--- src/rtl/fifo_stream_reader.sv ---
// -----------------------------------------------------------------------------
// fifo_stream_reader
//
// Read-side drain stage placed directly after a synchronous FIFO. It issues
// FIFO reads, absorbs the FIFO's one-cycle read latency in a 2-entry circular
// buffer, and presents the words as a valid/ready stream. The stream is framed
// into fixed-length bursts, and m_last marks the final beat of each burst.
//
// Parameters:
//   width : data word width (must match the FIFO word width)
//   burst : beats per burst, 1..65535; m_last marks beat burst-1
//
// Ports:
//   clk        in   clock, rising edge
//   rst        in   asynchronous active-high reset
//   enable     in   1 = new FIFO reads may be issued; 0 = only drain
//   fifo_empty in   FIFO empty flag
//   fifo_dout  in   FIFO read data, valid the cycle after a read edge
//   fifo_rd_en out  FIFO read enable (combinational)
//   m_data     out  stream data (registered)
//   m_valid    out  stream valid (registered)
//   m_ready    in   consumer ready
//   m_last     out  last beat of burst (registered)
//   buf_level  out  entries held in the output buffer (0..2)
// -----------------------------------------------------------------------------
module fifo_stream_reader #(
    parameter int width = 16,
    parameter int burst = 4
) (
    input  logic             clk,
    input  logic             rst,
    input  logic             enable,
    input  logic             fifo_empty,
    input  logic [width-1:0] fifo_dout,
    output logic             fifo_rd_en,
    output logic [width-1:0] m_data,
    output logic             m_valid,
    input  logic             m_ready,
    output logic             m_last,
    output logic [1:0]       buf_level
);

    localparam logic [15:0] LastBeat = 16'(burst - 1);

    // Registered state
    logic             inflight_q;
    logic             wr_ptr_q;
    logic             rd_ptr_q;
    logic [1:0]       level_q;
    logic [width-1:0] mem_q [2];
    logic [15:0]      beat_q;
    logic [width-1:0] data_q;
    logic             valid_q;
    logic             last_q;

    // Next-state values
    logic             inflight_d;
    logic             wr_ptr_d;
    logic             rd_ptr_d;
    logic [1:0]       level_d;
    logic [width-1:0] mem_d [2];
    logic [15:0]      beat_d;
    logic [width-1:0] data_d;
    logic             valid_d;
    logic             last_d;

    // Combinational helpers
    logic             pop_s;
    logic [2:0]       occ_s;
    logic             rd_en_s;

    // Read issue, buffer bookkeeping and next-state output values
    always_comb begin
        pop_s = valid_q & m_ready;

        // Occupancy after this edge: buffered + in-flight - popped. The same
        // sum is both the read-issue limit and the next buffer level, because
        // an in-flight word always lands in the buffer at the next edge.
        occ_s = {1'b0, level_q} + {2'b00, inflight_q} - {2'b00, pop_s};

        rd_en_s    = !rst & enable & !fifo_empty & (occ_s < 3'd2);
        inflight_d = rd_en_s;
        level_d    = occ_s[1:0];

        wr_ptr_d = wr_ptr_q ^ inflight_q;
        rd_ptr_d = rd_ptr_q ^ pop_s;

        mem_d[0] = mem_q[0];
        mem_d[1] = mem_q[1];
        if (inflight_q) begin
            mem_d[wr_ptr_q] = fifo_dout;
        end else begin
            mem_d[wr_ptr_q] = mem_q[wr_ptr_q];
        end

        if (pop_s) begin
            if (last_q) begin
                beat_d = 16'd0;
            end else begin
                beat_d = beat_q + 16'd1;
            end
        end else begin
            beat_d = beat_q;
        end

        // Outputs are registered from the post-edge buffer view; data holds
        // its last value once the buffer runs dry.
        valid_d = (level_d != 2'd0);
        if (valid_d) begin
            data_d = mem_d[rd_ptr_d];
        end else begin
            data_d = data_q;
        end
        last_d = valid_d & (beat_d == LastBeat);
    end

    // State register with asynchronous reset
    always_ff @(posedge clk or posedge rst) begin
        if (rst) begin
            inflight_q <= 1'b0;
            wr_ptr_q   <= 1'b0;
            rd_ptr_q   <= 1'b0;
            level_q    <= 2'd0;
            mem_q[0]   <= {width{1'b0}};
            mem_q[1]   <= {width{1'b0}};
            beat_q     <= 16'd0;
            data_q     <= {width{1'b0}};
            valid_q    <= 1'b0;
            last_q     <= 1'b0;
        end else begin
            inflight_q <= inflight_d;
            wr_ptr_q   <= wr_ptr_d;
            rd_ptr_q   <= rd_ptr_d;
            level_q    <= level_d;
            mem_q[0]   <= mem_d[0];
            mem_q[1]   <= mem_d[1];
            beat_q     <= beat_d;
            data_q     <= data_d;
            valid_q    <= valid_d;
            last_q     <= last_d;
        end
    end

    assign fifo_rd_en = rd_en_s;
    assign m_data     = data_q;
    assign m_valid    = valid_q;
    assign m_last     = last_q;
    assign buf_level  = level_q;

endmodule

--- config.mk ---
export PLATFORM = sky130hd
export DESIGN_NAME = fifo_stream_reader
export DESIGN_NICKNAME = d
export VERILOG_FILES = /design/src/rtl/fifo_stream_reader.sv
export SDC_FILE = /design/constraint.sdc
export NUM_CORES = 1
export LEC_CHECK = 0
export ABC_AREA = 1
export CAP_MARGIN = 20
export CORE_ASPECT_RATIO = 0.5
export CORE_UTILIZATION = 55
export DETAILED_ROUTE_END_ITERATION = 7
export PLACE_DENSITY = 0.79
export SLEW_MARGIN = 40
export SYNTH_ARGS = -nofsm -noshare
export SYNTH_HDL_FRONTEND = slang
export SYNTH_SLANG_ARGS = --single-unit
--- constraint.sdc ---
create_clock -name clk -period 5.4 [get_ports clk]
set_input_delay 1.62 -clock clk [delete_from_list [all_inputs] [get_ports clk]]
set_output_delay 1.62 -clock clk [all_outputs]
set_load 0.03 [all_outputs]
# Yosys cells after proc, flatten, opt, wreduce, memory -nomap -nowiden
# Index checks and enable logic that the tools add are counted.
# totals
reg_bits	71
in_bits	21
out_inout_bits	21
wordCells	44
# op_classes
addsub	3
order_cmp	4
n_eq_ne	1
mux	13
n_bitwise	9
reduce_logical	4
# ops
op	count
$mux 16	9
$bwmux 32	2
$mux 32	1
$add 16x1->16 const B	1
$demux 16 s1	1
$eq 16x2->1 const B	1
$and 1x1->1	5
$ge 2x2->1 const B	2
$not 1->2	2
$add 2x1->3	1
$lt 3x2->1 const B	1
$sub 3x1->3	1
$logic_not 1->1	2
$lt 2x1->1 const B	1
$reduce_bool 2->1	1
$xor 1x1->1	2
$logic_and 1x1->1	1

# Longest topological paths before layout
# logic_depth
ltp_word	10
mapped_depth	14
depth_no_buf	13

# Worst setup path after synthesis
# OpenSTA, ideal clock, no wires.
# synth_path
kind	input to output
from	input port rst
to	output port fifo_rd_en
arrival_ns	4.278
t_required_ns	3.780
path_slack_ns	-0.498
cell_stages	3
n_path_buf	0
path_cell_list	inv_1 > nand2_1 > nor4_1
# synth_via
elab_chain_cells	4
# synth_rtl
element	line	rtl
start: declaration	31	input logic rst,
$logic_not 1->1 (no source line)	n/a	
$and 1x1->1 (3 in series)	81	rd_en_s = !rst & enable & !fifo_empty & (occ_s < 3'd2);
end: declaration	35	output logic fifo_rd_en,
# Every way passes these cells.

# Worst setup path in the final report
# layout_path
from	input port m_ready
to	output port fifo_rd_en
# layout_via
elab_chain_cells	4
# layout_rtl
element	line	rtl
start: declaration	38	input logic m_ready,
$and 1x1->1	74	pop_s = valid_q & m_ready;
$sub 3x1->3	79	occ_s = {1'b0, level_q} + {2'b00, inflight_q} - {2'b00, pop_s};
net occ_s[1]	69	logic [2:0] occ_s;
$lt 3x2->1	81	
$and 1x1->1	81	
# The timed path passes the listed nets, and every way through them passes these cells.

==> flow_metrics.env <==
export IMPL_ys_warn_count=0
export IMPL_insertion_delay_ps=330
export IMPL_min_path_cells=2
export IMPL_grt_pass1_wl_um=12100
export IMPL_yosysSeqAreaShare=0.532
export IMPL_switching_share=0.403
export IMPL_slowest_delay_ps=490
export IMPL_cp_endpoint="fifo_rd_en"
export IMPL_fillers=401
export IMPL_routed_via_density=5.23
export IMPL_nets=431
export IMPL_crit_reg2reg_launch="m_valid"
export IMPL_cts_tree="yes"
export IMPL_setup_worst_path_end_class="output pin"
export IMPL_postCtsHoldBufs=0
export IMPL_hold_viol=0
export IMPL_grt_antenna_before_repair=0
export IMPL_slew_viol_final=0
export IMPL_synth_cell_type_count=34
export IMPL_period_needed_ps=5180
export IMPL_tightest_slew_ps=653
export IMPL_ant_nets=0
export IMPL_syn_num_nets=385
export IMPL_drt_total_wl_um=6990
export IMPL_arrival_ps=3560
export IMPL_finalSetupTns_ps=0
export IMPL_utilization=0.732
export IMPL_switchingPower_mw=1.10
export IMPL_min_period_over_period=0.960
export IMPL_r2r_cells=13
export IMPL_p_total_mw=2.73
export IMPL_synthCells=360
export IMPL_p_clk_frac=0.233
export IMPL_r2r_end="m_last"
export IMPL_comb_power_share=0.428
export IMPL_drt_iter0_drc=170
export IMPL_drt_pre_antenna_iters=5
export IMPL_post_synth_instance_area_sq_um=3340
export IMPL_syn_area_per_cell_sq_um=9.28
export IMPL_initial_core_util=0.590
export IMPL_required_ps=3780
export IMPL_slew_limit_headroom=0.565
export IMPL_clockBufferDepth=2
export IMPL_vias=2533
export IMPL_gp_congestion=0.837
export IMPL_crit_path_start_kind="input port"
export IMPL_clock_sinks=71
export IMPL_die_h_um=57.1
export IMPL_path_common_cell="ha_1"
export IMPL_cellPowerDensity_nw_per_um2=661
export IMPL_finClkSkew_ps=4.47
export IMPL_ys_ff_latch=71
export IMPL_clkSlewWorstSetupHoldPaths_ps=60
export IMPL_route_detailed_drc=0
export IMPL_status="complete, no violations"
export IMPL_intPower_mw=1.63
export IMPL_path_cells="dlygate4sd2_1 -> nand2_4 -> inv_4 -> ha_1 -> inv_1 -> ha_1 -> fa_1 -> nor4_2 -> buf_4"
export IMPL_cts_made_buffers=9
export IMPL_portBuffers=41
export IMPL_avgRoutedWirePerCell_um=14.4
export IMPL_gr_usage_all_layers=0.252
export IMPL_reg2reg_slack_ps=2530
export IMPL_critical_path_peak_fanout=3
export IMPL_setup_viol=0
export IMPL_area_delta_synth_final_pct=23.9
export IMPL_seqPwrFrac=0.339
export IMPL_rsz0062_at_grt="false"
export IMPL_grt_pass1_vias=2580
export IMPL_critPathKind="in2out"
export IMPL_core_area_sq_um=5660
export IMPL_maxCapViolCount=0
export IMPL_slowest_stage="fa_1"
export IMPL_mostFrequentLayoutCells="76 x nand2_1, 71 x dfrtp_1, 59 x inv_1"
export IMPL_antenna_cells=0
export IMPL_final_common_cell="nand2_1"
export IMPL_fmax_ghz=0.193
export IMPL_cts_root_buffer="clkbuf_16"
export IMPL_hold_class="reg2reg"
export IMPL_grt_overflow_total=0
export IMPL_die_x_um=112
export IMPL_dpl_hpwl_um=4360
export IMPL_layout_drive_gt1_share=0.112
export IMPL_leakagePower_nw=2.25
export IMPL_startpoint="m_ready"
export IMPL_ioPinCount=42
export IMPL_die_area_sq_um=6410
export IMPL_htreeDepth=3
export IMPL_floorplan_rows=19
export IMPL_ir_worst_vdd_mv=0.376
export IMPL_grt_max_degree=72
## stage by stage
step	setup slack, ps	hold WS (ps)	instances	instance area, sq um
floorplan	319	447	360	3350
global placement	43.8	459	467	3810
detailed placement	-2.62	467	467	3810
CTS	203	480	484	4140
global route	150	498	484	4140
finish	216	476	484	4140
## worst max-delay path: cells and delay by family
family	cells	cell delay [ps]
fa+ha+maj	3	930
buf+inv	4	580
simple gates	2	430
## state kept, by name, indices dropped and copies added (netlist names), 2 cells and up
signal and count:
beat_q 16, mem_q 32, m_data 16, buf_level 2
## what timing repair did
action / 4_1_cts / 5_1_grt
resized for setup: 1 / 0
endpoints found under the setup margin: 1 / 0
setup buffers: 1 / 0
## worst min path at each step
stage                     startpoint        end  slack [ps]
after detailed placement   mem_q[11]  mem_q[11]         470
after global routing       mem_q[19]  mem_q[19]         500
after floorplan             mem_q[0]   mem_q[0]         450
after CTS                   mem_q[5]   mem_q[5]         480
final                       mem_q[4]   mem_q[4]         480
after global placement      mem_q[6]   mem_q[6]         460
## synthesized netlist by cell type
cell	number	area, sq um
mux2i_1	32	320
buf_6	2	22.5
ha_1	3	37.5
o21bai_1	4	30.0
o21ai_1	2	10.0
or2_2	2	12.5
nor2_4	2	22.5
xnor2_1	1	8.76
clkinv_1	2	7.51
nand2_2	2	12.5
inv_4	1	6.26
o21ai_0	1	5.00
a21boi_1	1	7.51
inv_1	60	225
a31oi_1	16	100
clkinv_2	1	5.00
fa_1	1	20.0
nand4_1	2	12.5
clkbuf_1	4	15.0
dfrtp_1	71	1780
nor2_2	1	6.26
buf_4	3	22.5
xor2_4	1	27.5
nand3_1	20	100
a21oi_1	3	15.0
nor4_1	1	6.26
nand2_1	76	285
or2_1	1	6.26
nand3_2	3	30.0
nand2_4	2	22.5
nand3_4	1	17.5
inv_2	7	26.3
nor2_1	30	113
buf_2	1	5.00
## logic make-up (layout without fill, tap and decap cells)
family	after synthesis	after routing	share of synthesized area
xor gates and xnor gates	2	2	0.0109
adders and majority gates	4	4	0.0172
AOI/OAI and AO/OA	27	27	0.0502
DFF	71	71	0.532
buffers and inverters	81	132	0.100
muxes	32	32	0.0959
and+or+nand+nor	143	143	0.194
## layer usage
layer	up-vias	part of all wire	global-route usage
met5	-	0	0
li1	1211	-	-
met1	1250	0.43	0.304
met3	11	0.048	0.0765
met4	0	0.015	0.101
met2	61	0.51	0.436
## layout make-up
type	count	area, sq um	area share
Inverter	71	274	0.0662
Timing Repair Buffer	45	440	0.106
Clock buffer	10	229	0.0553
Multi-Input combinational cell	208	1230	0.298
Tap cell	73	91.3	0.0221
Clock inverter	6	92.6	0.0224
Sequential cell	71	1780	0.429
## power by group through the flow
stage          clock [mW]  sequential [mW]  combinational [mW]
2_1_floorplan           0             1.05               0.704
3_3_place_gp            0            0.917                1.12
3_5_place_dp            0            0.930                1.16
4_1_cts             0.643            0.929                1.18
5_1_grt             0.665            0.957                1.31
6_report            0.636            0.928                1.17
Note: power is estimated with default switching activity, not from simulation.
